## src/rtl/bus_arbiter_2m8s.sv

```systemverilog
// bus_arbiter_2m8s
// Two-master / eight-slave bus controller. Arbitrates bus ownership between
// M0 and M1 (alternating priority on ties), muxes the granted master's
// address / write-enable / write-data onto the shared slave bus, decodes the
// top three address bits into a one-hot slave select, and registers the
// read-mux select that steers the external 8:1 read-data mux back to the
// masters.
//
// Optional feature: define BUS_HOLD_LIMIT_EN to bound a master's tenure to
// HOLD_MAX consecutive grant cycles whenever the other master is waiting.
//
// Ports:
//   clk, reset          clock (rising edge), synchronous active-high reset
//   m0_* / m1_*         per-master req, wr, addr, write data (dout)
//   m0_grant, m1_grant  bus ownership
//   s_addr, s_wr, s_din shared slave bus
//   s_sel               one-hot slave select
//   m_rsel, rd_valid    registered read-mux select and read-data valid
module bus_arbiter_2m8s #(
  parameter int ADDR_W   = 16,
  parameter int HOLD_MAX = 16
) (
  input  logic              clk,
  input  logic              reset,
  input  logic              m0_req,
  input  logic              m0_wr,
  input  logic [ADDR_W-1:0] m0_addr,
  input  logic [31:0]       m0_dout,
  input  logic              m1_req,
  input  logic              m1_wr,
  input  logic [ADDR_W-1:0] m1_addr,
  input  logic [31:0]       m1_dout,
  output logic              m0_grant,
  output logic              m1_grant,
  output logic [ADDR_W-1:0] s_addr,
  output logic              s_wr,
  output logic [31:0]       s_din,
  output logic [7:0]        s_sel,
  output logic [2:0]        m_rsel,
  output logic              rd_valid
);

  typedef enum logic [1:0] {IDLE = 2'd0, GNT0 = 2'd1, GNT1 = 2'd2} state_t;

  state_t     r_state, w_next;
  logic       r_last_gnt;   // 0 = M0 had the bus last, 1 = M1
  logic [2:0] r_rsel;
  logic       r_rd_valid;
  logic       w_greq;       // granted master still requesting
  logic       w_mwr;        // granted master's raw write flag
  logic [2:0] w_idx;
  logic       w_hold_exp;   // current owner must yield if the other waits

`ifdef BUS_HOLD_LIMIT_EN
  localparam int CW = $clog2(HOLD_MAX) + 1;
  logic [CW-1:0] r_hold_cnt;
  assign w_hold_exp = (r_hold_cnt == CW'(HOLD_MAX - 1));
`else
  assign w_hold_exp = 1'b0;
`endif

  // Next-state: a waiting master takes over directly from the other grant
  // state (no IDLE bubble) once the owner drops req or its tenure expires.
  always_comb begin
    w_next = r_state;
    case (r_state)
      IDLE: begin
        if (m0_req && m1_req) w_next = r_last_gnt ? GNT0 : GNT1;
        else if (m0_req)      w_next = GNT0;
        else if (m1_req)      w_next = GNT1;
      end
      GNT0: begin
        if (m1_req && (!m0_req || w_hold_exp)) w_next = GNT1;
        else if (!m0_req)                      w_next = IDLE;
      end
      GNT1: begin
        if (m0_req && (!m1_req || w_hold_exp)) w_next = GNT0;
        else if (!m1_req)                      w_next = IDLE;
      end
      default: w_next = IDLE;
    endcase
  end

  // Bus mux and decode, purely from the registered state.
  always_comb begin
    s_addr = '0;
    s_din  = '0;
    w_mwr  = 1'b0;
    w_greq = 1'b0;
    case (r_state)
      GNT0: begin s_addr = m0_addr; s_din = m0_dout; w_mwr = m0_wr; w_greq = m0_req; end
      GNT1: begin s_addr = m1_addr; s_din = m1_dout; w_mwr = m1_wr; w_greq = m1_req; end
      default: ;
    endcase
  end

  assign w_idx    = s_addr[ADDR_W-1 -: 3];
  assign s_sel    = w_greq ? (8'b1 << w_idx) : 8'h00;
  // A write strobe without a select would be meaningless to the slaves.
  assign s_wr     = w_mwr & w_greq;
  assign m0_grant = (r_state == GNT0);
  assign m1_grant = (r_state == GNT1);
  assign m_rsel   = r_rsel;
  assign rd_valid = r_rd_valid;

  always_ff @(posedge clk) begin
    if (reset) begin
      r_state    <= IDLE;
      r_last_gnt <= 1'b1;
      r_rsel     <= 3'd0;
      r_rd_valid <= 1'b0;
    end else begin
      r_state <= w_next;
      if (w_next == GNT0 && r_state != GNT0) r_last_gnt <= 1'b0;
      if (w_next == GNT1 && r_state != GNT1) r_last_gnt <= 1'b1;
      // Read data shows up at the mux one cycle after the select cycle;
      // m_rsel holds between reads so the mux output stays stable.
      if (w_greq && !w_mwr) begin
        r_rsel     <= w_idx;
        r_rd_valid <= 1'b1;
      end else begin
        r_rd_valid <= 1'b0;
      end
    end
  end

`ifdef BUS_HOLD_LIMIT_EN
  // Saturates at HOLD_MAX-1 so a long uncontended tenure yields as soon as
  // the other master asks.
  always_ff @(posedge clk) begin
    if (reset) begin
      r_hold_cnt <= '0;
    end else if (w_next != r_state && w_next != IDLE) begin
      r_hold_cnt <= '0;
    end else if (r_state != IDLE && !w_hold_exp) begin
      r_hold_cnt <= r_hold_cnt + 1'b1;
    end
  end
`endif

endmodule

```

## config.mk

```make
export PLATFORM = sky130hd
export DESIGN_NAME = bus_arbiter_2m8s
export DESIGN_NICKNAME = d
export VERILOG_FILES = /design/src/rtl/bus_arbiter_2m8s.sv
export SDC_FILE = /design/constraint.sdc
export NUM_CORES = 1
export LEC_CHECK = 0
export CAP_MARGIN = 20
export CORE_UTILIZATION = 24
export DETAILED_ROUTE_END_ITERATION = 8
export MAX_ROUTING_LAYER = met4
export PLACE_DENSITY = 0.91
export SYNTH_ARGS = -nofsm -noshare
export SYNTH_HDL_FRONTEND = slang
export SYNTH_SLANG_ARGS = --single-unit
```

## constraint.sdc

```tcl
create_clock -name clk -period 1.9 [get_ports clk]
set_clock_uncertainty 0.1 [all_clocks]
set_input_delay 0.285 -clock clk [delete_from_list [all_inputs] [get_ports clk]]
set_output_delay 0.285 -clock clk [all_outputs]
set_load 0.02 [all_outputs]
```

==> flow_metrics.env <==
export IMPL_status="finished, violations left"
export IMPL_violations="negative setup slack"
export IMPL_yosys_warnings=0
export IMPL_routed_via_density=5.00
export IMPL_grt_pass1_vias=2118
export IMPL_vdd_drop_max_uv=522
export IMPL_port_buffers=164
export IMPL_power_density_nw_per_um2=702
export IMPL_async_flop_share=0
export IMPL_wl_per_cell_microns=17.2
export IMPL_pre_cts_ws_ns=-0.531
export IMPL_cts_tree="done"
export IMPL_initial_core_util=0.254
export IMPL_gp_congestion=0.818
export IMPL_syn_area_per_cell_sq_um=7.46
export IMPL_whs_path_depth=2
export IMPL_drc=0
export IMPL_rsz0062_at_grt="yes"
export IMPL_drtIter0Drc=35
export IMPL_clk_latency_ns=0.23
export IMPL_slew_viol_final=0
export IMPL_setup_tns_ns=-6.41
export IMPL_fp_dieH_microns=76.0
export IMPL_clkSlewWorstSetupHoldPaths_ns=0.04
export IMPL_vias=2229
export IMPL_synth_edf_count=0
export IMPL_diodes=0
export IMPL_syn_area_sq_um=1310
export IMPL_cts_htree_levels=1
export IMPL_firstDrtPassIters=4
export IMPL_start_kind="register"
export IMPL_clock_fmax_mhz=465
export IMPL_totalWireLength_mm=7.67
export IMPL_synth_fp_nets=284
export IMPL_cap_viol_max_count=0
export IMPL_synth_commonest_cells="a22oi_1 (46), nor2b_1 (46), nor2_1 (12)"
export IMPL_final_nets=485
export IMPL_hold_path_end="m_rsel[0]"
export IMPL_drive_gt1_frac=0.521
export IMPL_cp_data_required_time_ns=1.51
export IMPL_setup_viol=54
export IMPL_core_sq_um=5170
export IMPL_nFillCells=351
export IMPL_grt_usage=0.223
export IMPL_p_total_mw=2.77
export IMPL_reg2reg_to="m_rsel[2]"
export IMPL_worst_setup_path_end_kind="output port"
export IMPL_antenna_found_initial=0
export IMPL_hold_violations=0
export IMPL_numCtsBuffers=3
export IMPL_holdCritPathClass="reg2reg"
export IMPL_clockBufferDepth=2
export IMPL_drtAntennaViolNets=0
export IMPL_final_period_utilization=1.13
export IMPL_grt_pass1_wl_mm=10.3
export IMPL_worst_pin_slew_ns=0.264
export IMPL_grt_max_degree=28
export IMPL_area_growth_pct=200
export IMPL_hpwl_mm=4.89
export IMPL_r2r_start="r_state[0]"
export IMPL_rrSetupSlack_ns=-0.08
export IMPL_critical_path_class="reg2out"
export IMPL_synth_area_leaders="a22oi_1 (26%), nor2b_1 (22%), dfxtp_1 (11%)"
export IMPL_cts_root_buf="clkbuf_8"
export IMPL_clock_sinks=7
export IMPL_synth_ff_type="dfxtp_1"
export IMPL_ff2ff_path_depth=10
export IMPL_fin_ws_ns=-0.253
export IMPL_min_period_ns=2.15
export IMPL_slew_headroom=0.822
export IMPL_power_leakage_nw=1.55
export IMPL_crit_fanout=7
export IMPL_chipWidth_microns=76.0
export IMPL_yosysUniqueCellTypes=40
export IMPL_synth_seq_cells=7
export IMPL_worst_ep_arrival_time_ns=1.77
export IMPL_seq_area_frac_synth=0.107
export IMPL_synth_top_area_share=0.263
export IMPL_yosys_area_top_type="a22oi_1"
export IMPL_die_area_sq_um=5770
export IMPL_grt_overflow_total=0
export IMPL_syn_inst=176
export IMPL_pin_count=165
export IMPL_num_rows=26
export IMPL_hp_start="m_rsel[0]"
worst max-delay path by stage:
stage / start / to / slack [ns] / cells after the start
global placement: m1_req / s_sel[7] / -0.51 / 6
CTS: r_state[0] / s_sel[4] / -0.20 / 8
global route: r_state[0] / s_sel[0] / -0.29 / 8
floorplan: r_state[0] / s_sel[0] / -0.005 / 7
finish: r_state[0] / s_sel[0] / -0.25 / 8
detailed placement: m1_req / s_sel[7] / -0.53 / 6
cell families after synthesis:
logic type	Yosys count	synth area share
buf+inv	21	0.0820
compound gates	62	0.391
flops	7	0.107
mux	2	0.0153
simple gates	78	0.348
fa+ha+maj	6	0.0572
power breakdown:
group / leakage (nW) / switching (mW) / internal (mW) / total (mW)
combinational: 1.46 / 1.06 / 1.30 / 2.36
sequential: 0.0584 / 0.0265 / 0.174 / 0.200
clock: 0.0228 / 0.0628 / 0.145 / 0.208
total: 1.55 / 1.15 / 1.62 / 2.77
per-layer routing:
layer / share of wire / vias to the layer above / track usage / wire (microns)
li1: - / 1055 / - / -
met1: 0.37 / 1050 / 0.236 / 2840
met2: 0.55 / 114 / 0.424 / 4250
met3: 0.063 / 10 / 0.0446 / 484
met4: 0.012 / 0 / 0.0538 / 89
met5: 0 / - / - / 0
repair_timing:
item	4_1_cts	5_1_grt
hold buffers	0	0
pin swaps	4	32
buffers inserted	4	17
cloned	0	7
endpoints found under the setup margin	58	58
gates resized for setup	213	156
worst max-delay path, cell delays in order, from the launching register on:
cell and delay, ns:
dfxtp_4 0.37, inv_4 0.05, ha_4 0.20, a22o_4 0.28, nand2_4 0.08, inv_4 0.04, or2_4 0.27, nor2_4 0.12
buf_6 0.12
flip-flops by register name, summed over array words and instances, names as in the netlist:
register,cells
m_rsel,3
r_last_gnt,1
r_state,2
rd_valid,1
cell type report:
cell class | count | area [sq um] | share of cell area
Timing Repair Buffer | 214 | 2160 | 0.548
Multi-Input combinational cell | 148 | 1480 | 0.375
Sequential cell | 7 | 148 | 0.0375
Tap cell | 70 | 87.6 | 0.0222
Clock buffer | 4 | 45.0 | 0.0114
Inverter | 3 | 21.3 | 0.00540
stage by stage:
step | std cells | hold WS, ns | instance area, sq um | util
3_5_place_dp | 416 | 0.395 | 3240 | 0.626
2_1_floorplan | 176 | 0.382 | 1430 | -
4_1_cts | 423 | 0.400 | 3470 | 0.671
6_report | 446 | 0.395 | 3940 | 0.762
5_1_grt | 446 | 0.409 | 3940 | 0.762
3_3_place_gp | 416 | 0.383 | 3240 | 0.626
layout by cell type (no fill, tap or decap), drive strengths merged, types with 3 or more instances in the layout:
cell type,n
a22o,4
a22oi,48
buf,96
clkbuf,10
clkdlybuf4s15,5
clkdlybuf4s50,105
dfxtp,7
ha,6
inv,3
nand2,6
nor2,12
nor2b,46
nor3,3
or2,3
Note: power is estimated with default switching activity, not from simulation.
